File: src/rtl/shape_write_arbiter.sv
// shape_write_arbiter: round-robin arbiter that bursts one granted shape record into the shape RAM
module shape_write_arbiter #(
  parameter int NREQ  = 3,
  parameter int DATAB = 3,
  parameter int CORDW = 9,
  parameter int ADDRW = 20,
  parameter int DATAW = 12,
  parameter int NUMW  = DATAW
) (
  input  logic                    clk,
  input  logic                    rst,
  input  logic [NREQ-1:0]         req,
  input  logic [NREQ*NUMW-1:0]    req_id,
  input  logic [NREQ*DATAW-1:0]   req_ty,
  input  logic [NREQ*CORDW-1:0]   req_x,
  input  logic [NREQ*CORDW-1:0]   req_y,
  input  logic [NREQ*DATAW-1:0]   req_size,
  input  logic [NREQ*DATAW-1:0]   req_rotate,
  output logic [NREQ-1:0]         grant,
  output logic [NREQ-1:0]         done,
  output logic                    busy,
  input  logic [ADDRW-1:0]        ram_address_offset,
  output logic [ADDRW-1:0]        ram_address,
  output logic                    ram_enable,
  output logic [DATAW-1:0]        ram_data
);
  localparam int PW = (NREQ > 1) ? $clog2(NREQ) : 1;
  localparam int IW = PW + 1;
  localparam logic [1:0] IDLE = 2'd0, WRITE = 2'd1, RELEASE = 2'd2;
  logic [1:0] state;
  logic [DATAB-1:0] ptr;
  logic [PW-1:0] rr_ptr, gi, sel;
  logic [IW-1:0] idx;
  logic [NUMW-1:0] id_l;
  logic [DATAW-1:0] ty_l, size_l, rot_l;
  logic [CORDW-1:0] x_l, y_l;
  logic [31:0] p;
  // descending scan so the requester closest to rr_ptr wins
  always_comb begin
    sel = rr_ptr;
    idx = '0;
    for (int i = NREQ - 1; i >= 0; i--) begin
      idx = {1'b0, rr_ptr} + IW'(i);
      idx = idx >= IW'(NREQ) ? idx - IW'(NREQ) : idx;
      sel = req[idx[PW-1:0]] ? idx[PW-1:0] : sel;
    end
  end
  always_ff @(posedge clk or posedge rst) begin
    if (rst) begin
      state      <= IDLE;
      ptr        <= '0;
      rr_ptr     <= '0;
      gi         <= '0;
      grant      <= '0;
      done       <= '0;
      ram_enable <= 1'b0;
      id_l       <= '0;
      ty_l       <= '0;
      x_l        <= '0;
      y_l        <= '0;
      size_l     <= '0;
      rot_l      <= '0;
    end else if (state == IDLE) begin
      if (|req) begin
        gi         <= sel;
        grant      <= NREQ'(1) << sel;
        id_l       <= req_id[sel*NUMW +: NUMW];
        ty_l       <= req_ty[sel*DATAW +: DATAW];
        x_l        <= req_x[sel*CORDW +: CORDW];
        y_l        <= req_y[sel*CORDW +: CORDW];
        size_l     <= req_size[sel*DATAW +: DATAW];
        rot_l      <= req_rotate[sel*DATAW +: DATAW];
        ptr        <= '0;
        ram_enable <= 1'b1;
        state      <= WRITE;
      end
    end else if (state == WRITE) begin
      ptr <= ptr + 1'b1;
      if (ptr == '1) begin
        ram_enable <= 1'b0;
        done       <= grant;
        rr_ptr     <= gi == PW'(NREQ - 1) ? '0 : gi + 1'b1;
        state      <= RELEASE;
      end
    end else begin
      done  <= '0;
      grant <= '0;
      state <= IDLE;
    end
  end
  assign busy        = state != IDLE;
  assign p           = 32'(ptr);
  assign ram_address = ram_address_offset + ADDRW'({id_l, {DATAB{1'b0}}}) + ADDRW'(ptr);
  assign ram_data    = p == 0 ? ty_l : p == 1 ? DATAW'(x_l) : p == 2 ? DATAW'(y_l) :
                       p == 3 ? size_l : p == 4 ? rot_l : '0;
endmodule

File: config.mk
export PLATFORM = sky130hd
export DESIGN_NAME = shape_write_arbiter
export DESIGN_NICKNAME = d
export VERILOG_FILES = /design/src/rtl/shape_write_arbiter.sv
export SDC_FILE = /design/constraint.sdc
export NUM_CORES = 1
export LEC_CHECK = 0
export BUFFER_PORTS_ARGS = -buffer_cell sky130_fd_sc_hd__buf_4
export CORE_MARGIN = 3
export CORE_UTILIZATION = 45
export CTS_BUF_LIST = sky130_fd_sc_hd__clkbuf_4 sky130_fd_sc_hd__clkbuf_8 sky130_fd_sc_hd__clkbuf_16
export CTS_CLUSTER_SIZE = 24
export DETAILED_ROUTE_END_ITERATION = 10
export PLACE_DENSITY = 0.77
export SLEW_MARGIN = 20
export SYNTH_ARGS = -nofsm -noshare
export SYNTH_HDL_FRONTEND = slang
export SYNTH_SLANG_ARGS = --single-unit
File: constraint.sdc
create_clock -name clk -period 3.2 [get_ports clk]
set_clock_uncertainty 0.15 [all_clocks]
set_input_delay 0.32 -clock clk [delete_from_list [all_inputs] [get_ports clk]]
set_output_delay 0.32 -clock clk [all_outputs]
set_load 0.01 [all_outputs]
# Yosys cells after proc, flatten, opt, wreduce, memory -nomap -nowiden
# Cells that the tools add are included.
# W data, S select, Z words.
# totals
reg_bits	82
inputBits	223
out_inout_bits	40
wordCells	96
# classes
add_sub_neg	9
multipliers	2
order_cmp	6
eq_ne	11
n_shift	7
muxes	34
n_bitwise	1
reduce_logical	13
# ops
op	count
$shiftx A36 B7 Y12	4
$mux W12	5
$shiftx A27 B7 Y9	2
$logic_not A32 Y1	1
$mux W3	8
$mux W2	11
$add A20 B15 Y20	1
$add A20 B3 Y20	1
$reduce_and A2 Y1	5
$lt A2 B3 Y1 const B	3
$mux W1	7
$bmux W1 S2	3
$eq A3 B2 Y1 const B	2
$eq A3 B3 Y1 const B	2
$ge A3 B2 Y1 const B	2
$mul A2 B4 Y6 const B	1
$reduce_and A3 Y1	2
$reduce_bool A2 Y1	3
$sub A2 B2 Y2 const B	3
$mul A2 B2 Y4 const B	1
$ne A2 B1 Y1 const B	2
$add A2 B1 Y3 const B	1
$add A2 B2 Y3 const B	1
$add A3 B1 Y3 const B	1
11 further kinds	11

# Longest topological paths before layout
# Gate-level depths: netlist (run 1).
# logic_depth
word_depth	11
mapped_depth	12
depth_no_buf	8

# Least setup slack after synthesis (run 1)
# No wires, ideal clock.
# synth_timing
path_kind	reg-to-output
start	register ptr[0]
end	output port ram_address[12]
t_arrival_ns	2.263
t_required_ns	2.730
slack_ns	0.467
path_stages_with_launch	9
path_buffers	0
cell_sequence	dfrtp_1 -> ha_1 -> fa_1 -> a21o_1 -> a221oi_1 -> o21ai_0 -> a21o_1 -> a21oi_1 -> xnor2_1
# synth_between
elab_chain_len	1
# synth_lines
item	line	source
from (decl)	31	logic [DATAB-1:0] ptr;
from (signal assigned)	78	ptr <= ptr + 1'b1;
$add A20 B3 Y20	93	assign ram_address = ram_address_offset + ADDRW'({id_l, {DATAB{1'b0}}}) + ADDRW'(ptr);
to (decl)	23	output logic [ADDRW-1:0] ram_address,
# Every way passes these cells.

# Worst setup path in the final report (run 1)
# Same ends and word-level chain as after synthesis.

==> results of run 1 <==
[metrics by stage]
stage               total power [mW]  instances  setup slack (ps)
global placement               6.970       1045             197.1
global route                   8.780       1065            -11.53
CTS                            8.143       1062             10.99
finish                         8.154       1065             126.5
floorplan                      5.355        642             467.0
detailed placement             7.011       1045             148.6
[worst max path at each step]
stage | start | to
3_3_place_gp | ram_address_offset[0] | ram_address[12]
3_5_place_dp | ptr[0] | ram_address[12]
2_1_floorplan | ptr[0] | ram_address[12]
4_1_cts | ptr[0] | ram_address[12]
6_report | ptr[0] | ram_address[12]
5_1_grt | id_l[1] | ram_address[17]
[worst reg2reg max path: stages (launching register included)]
cell	delay, ps
dfrtp_1	390
inv_1	120
ha_1	430
nor2_1	70
o2bb2ai_1	140
a32oi_1	230
nand2_2	140
or3_2	490
buf_4	280
o221ai_1	250
[cells in the mapped netlist, types with 11 or more instances]
cell type / n / area, um^2
ha_1: 23 / 287.8
a22oi_1: 23 / 172.7
o221ai_2: 29 / 435.4
buf_2: 13 / 65.06
a21oi_1: 19 / 95.09
o22ai_1: 11 / 68.82
o221ai_1: 37 / 324.1
nand3_1: 12 / 60.06
nand2_1: 102 / 382.9
inv_1: 77 / 289.0
o21ai_0: 29 / 145.1
mux2i_1: 70 / 700.7
clkbuf_1: 20 / 75.07
nor2_1: 14 / 52.55
dfrtp_1: 82 / 2052
[flip-flops by register name (all words and copies together) (netlist names)]
name,flops
ram_enable,1
gi,2
size_l,12
done,3
y_l,9
x_l,9
grant,3
id_l,12
rot_l,12
state,2
rr_ptr,2
ty_l,12
ptr,3
[logic make-up after synthesis]
| group | synth area share |
|---|---|
| AOI/OAI and AO/OA | 0.2531 |
| and+or+nand+nor | 0.1140 |
| buffers and inverters | 0.08856 |
| DFF | 0.3500 |
| muxes | 0.1195 |
| adders and majority gates | 0.05250 |
| xor gates and xnor gates | 0.02241 |
[routing by layer]
metal,vias up,GRT usage,wire length (um)
li1,2821,-,-
met1,2680,0.3106,7300
met2,209,0.3997,8804
met3,20,0.05985,1365
met4,0,0.07301,325
met5,-,0,0
[layout make-up]
type	count	area, um^2
Multi-Input combinational cell	441	3372
Sequential cell	82	2053
Fill cell	1064	4294
Tap cell	172	215.2
Clock buffer	9	225.2
Clock inverter	7	76.32
Timing Repair Buffer	277	2145
Inverter	77	290.3
[power by group]
part / internal [mW] / leakage (nW) / switching [mW] / total (mW)
Clock: 0.610 / 0.142 / 0.446 / 1.06
Sequential: 1.54 / 1.02 / 0.334 / 1.87
Combinational: 2.42 / 3.25 / 2.80 / 5.22
Total: 4.57 / 4.41 / 3.58 / 8.15
[repair_timing]
item,in CTS,in global routing
pin swaps,0,4
setup buffers,0,3
cloned,0,0
hold buffers,1,0
gates resized for setup,4,8
setup endpoints to repair,3,5
hold endpoints to repair,82,0
==> reports/metrics.cfg, run 1 <==
[yosys]
synth_edf_count=0
netlist_area_um2=5863
async_flop_share=1.000
syn_avg_cell_area_um2=9.133
synth_cell_types=48
yosysSeqAreaShare=0.3500
synth-seq-cells=82
synth.net_count=889
yosysWarningCount=0
synth-main-ff-cell=dfrtp_1
syn_inst=642

[worst_setup_path]
crit_type=register to primary output
r2r_setup_slack_ps=430
cp_cell_sequence=ha_1 > fa_2 > a21o_1 > a221oi_4 > o21ai_2 > a21o_1 > a21oi_2 > xnor2_1 > buf_4
r2r-start=rr_ptr[1]
cpPeakStageDelay_ps=420
cp.arrival_ps=2600
cp_data_required_time_ps=2730
cpMostUsedCell=a21o_1
crit_path_max_fanout=3
cp-end-kind=primary output
r2r_end=size_l[0]
cp.depth=9
critPathTopFamily=compound AO/OA/AOI/OAI gates
slowest_stage=dfrtp_2
cp-start-kind=register
critPathBufInv=1
ff2ff_path_depth=9

[power_and_ir_drop]
power_density_nw_per_um2=973.4
vdd_drop_max_uv=577.6
p_leak_nw=4.414

[cells_and_area]
syn_to_final_growth_pct=42.87
final_cell_mix=buf_4 (271), nand2_1 (101), dfrtp_1 (81)
antenna_cells=0
finalNetCount=1135
drive_gt1_frac=0.3796
layout_commonest_cell=buf_4
stdcell_area_um2=8377
finalCoreUtilization=0.6611

[cts]
cts.sinks=82
cts_tree=built
ctsRootBufferMaster=clkbuf_16
cts_made_buffers=9
clk_latency_ps=340
cts.clk_slew.worst_paths_ps=60
htreeDepth=3
cts_buffer_depth=2

[floorplanning]
fp.dieH_um=120.1
initial_utilization=0.4627
io_pins=263
core-area_um2=12670
num_rows=41
die_area_um2=14430
die_width_um=120.1

[sta]
setup_viol=0
fmax_mhz=325.4
finalSetupTns_ps=0
slew_viol_final=0
relSlewSlack=0.4808
finalHoldViolations=0
period_needed_ps=3073
worstMarginPinSlew_ps=778.8
post-route-period-util=0.9605
hold_ws_ps=118.4

[detailed_routing]
ant_nets=0
wl_per_cell_um=16.71
dr_total_vias=5730
wirelength_um=17800
drt_pass1_iterations=4
drt_iter0_drc=392
viasPerCell=5.380
drc=0

[hold_path]
hold_depth=3
min-delay-start=req_y[12]
holdCritPathClass=primary input to register
holdPathEnd=y_l[3]

[run]
maxCapViolCount=0

[grt]
grt_first_pass_wirelength_um=27550
grt_use_total=0.2409
grt_max_degree=83
antenna_found_initial=0
grt_pass1_vias=5437
grt-ovfl-total=0

[place]
gp_routability_congestion=0.8900
dp_hpwl_um=13350
dpl_cell_area_um2=7985
numPortBuffers=262

[run_status]
outcome=completed

Power figures use the tool's default switching activity.
==> run 2: changes to the inputs <==
==> constraint.sdc (replaced) <==
create_clock -name clk -period 3.4 [get_ports clk]
set_clock_uncertainty 0.15 [all_clocks]
set_input_delay 0.34 -clock clk [delete_from_list [all_inputs] [get_ports clk]]
set_output_delay 0.34 -clock clk [all_outputs]
set_load 0.01 [all_outputs]
==> run 2 against run 1 <==
Power is 7.3% lower. Hold slack better by 17 ps. Die area stayed put. Non-clock buffer count is 3 lower. Sequential power is 5% lower. Combinational power is 6.7% lower. Clock-buffer cell count is 2 higher. Flip-flop and latch count stayed put. Largest power group unchanged.
==> reports/metrics.cfg, run 2 (synthesis gave the netlist of run 1 again) <==
[worst_setup_path]
crit_path_max_fanout=6  ; +3
cp-end-kind=primary output
cp_data_required_time_ps=2910  ; +180 ps
crit_type=register to primary output
cp-start-kind=register
cp.arrival_ps=2760  ; +160 ps

[cells_and_area]
syn_to_final_growth_pct=41.23
finalCoreUtilization=0.6535  ; -0.007603
final_cell_mix=buf_4 (270), nand2_1 (101), dfrtp_1 (82)
regArea_um2=2052  ; about the same
multi_input_area_um2=3346  ; -0.78%
stdcell_area_um2=8280  ; -1.2%
finalNetCount=1132  ; -0.26%
layout_commonest_cell=buf_4
drive_gt1_frac=0.3697  ; -0.009956
antenna_cells=0  ; unchanged
stdcell_count=1062  ; -0.28%
n_fill_cell=1065  ; +0.094%

[place]
dp_hpwl_um=14010  ; +4.9%
dpl_cell_area_um2=7960  ; -0.31%
dp.cells=1045  ; unchanged
numPortBuffers=262  ; unchanged
gp_routability_congestion=0.8979  ; +0.89%

[grt]
grt_use_total=0.2484  ; +0.007552
grt-ovfl-total=0  ; unchanged
grt_pass1_vias=5706  ; +4.9%
antenna_found_initial=0  ; unchanged
grt_first_pass_wirelength_um=28420  ; +3.2%
grt_max_degree=75  ; -9.6%

[hold_path]
holdCritPathClass=primary input to register

[cts]
htreeDepth=3  ; unchanged
cts_made_buffers=9  ; unchanged
post_cts.repair.setup_buffers=0  ; unchanged
clk_latency_ps=340  ; about the same
cts_tree=built
cts.sinks=82  ; unchanged
cts.clk_slew.worst_paths_ps=60  ; about the same
cts_buffer_depth=2  ; unchanged
ctsRootBufferMaster=clkbuf_16

[sta]
post-route-period-util=0.9561
relSlewSlack=0.4873  ; +0.006516
setup_viol=0  ; unchanged
finalSetupTns_ps=0  ; unchanged
finalHoldViolations=0  ; unchanged
slew_viol_final=0  ; unchanged
rsz0062_at_grt=false
fmax_mhz=307.6
period_needed_ps=3251
worstMarginPinSlew_ps=769.1  ; -9.774 ps

[power_and_ir_drop]
p_leak_nw=4.367  ; -1.1%
vdd_drop_max_uv=500.1  ; -13%
power_mw=7.557  ; -7.3%
power_density_nw_per_um2=912.7  ; -6.2%

[run]
maxCapViolCount=0  ; unchanged

[detailed_routing]
viasPerCell=5.441  ; +1.1%
dr_total_vias=5778  ; +0.84%
drt_iter0_drc=460  ; +17%
drc=0  ; unchanged
wirelength_um=18090  ; +1.6%
ant_nets=0  ; unchanged
drt_pass1_iterations=5  ; +1
wl_per_cell_um=17.03  ; +1.9%

[floorplanning]
fp.dieH_um=120.1  ; unchanged
num_rows=41  ; unchanged
core-area_um2=12670  ; unchanged
initial_utilization=0.4627  ; unchanged
die_width_um=120.1  ; unchanged
die_area_um2=14430  ; unchanged
io_pins=263  ; unchanged

[run_status]
outcome=completed

run 2: cell count changes in the layout (fill, tap and decap cells not counted), sizes merged:
| cell | delta |
|---|---|
| buf | -3 |
| clkbuf | +2 |
| bufinv | -1 |
| clkinv | -1 |
| clkinvlp | +1 |
| inv | -1 |
run 2: cell type report:
class	instances	area share
multi-input cells	441	0.4040
repair buffers	274	0.2532
flip-flops and latches	82	0.2478
inverters	77	0.03506
clock buffers	11	0.02901
well taps	172	0.02599
clock inverters	5	0.004835
run 2: where the power goes:
part	internal [mW]	total, mW	switching (mW)
logic	2.24	4.87	2.64
registers	1.45	1.77	0.321
clock network	0.514	0.912	0.398
run 2: per-stage QoR:
step | setup slack [ps] | hold slack (ps)
after floorplan | 647.0 | 300.6
after global placement | 357.2 | 305.7
after detailed placement | 336.9 | 310.1
after CTS | 89.47 | 125.0
after global routing | 17.03 | 132.8
final | 149.4 | 135.7
run 2: worst paths after layout:
| check | startpoint | end | slack, ps | cells after the start |
|---|---|---|---|---|
| max in group asynchronous | rst | rot_l[8] | 2070 | 4 |
| min in group asynchronous | rst | ty_l[9] | 500 | 4 |
| max reg2reg | rr_ptr[1] | x_l[0] | 650 | 8 |
| min | req_y[13] | y_l[4] | 140 | 3 |
| min reg2reg | ram_enable | ram_enable | 340 | 2 |
| max | ptr[0] | ram_address[12] | 150 | 9 |
run 2: timing repair:
action	4_1_cts	5_1_grt
endpoints found under the setup margin	1	3
gates cloned	0	0
hold buffers	1	0
endpoints found under the hold margin	32	0
gates resized for setup	1	3
run 2: routing by layer:
| layer | vias up | track usage | share of wire |
|---|---|---|---|
| li1 | 2829 | - | - |
| met1 | 2709 | 0.2983 | 0.40 |
| met2 | 214 | 0.4285 | 0.51 |
| met3 | 26 | 0.07399 | 0.073 |
| met4 | 0 | 0.07588 | 0.021 |
| met5 | - | 0 | 0 |
run 2: worst max-delay path, stage by stage, from the launching register on:
cell and delay [ps]:
dfrtp_1 450, ha_1 240, fa_1 400, a21o_1 220, a221oi_4 280, o21ai_0 180
a21o_1 210, a21oi_1 170, xnor2_1 140, buf_4 150
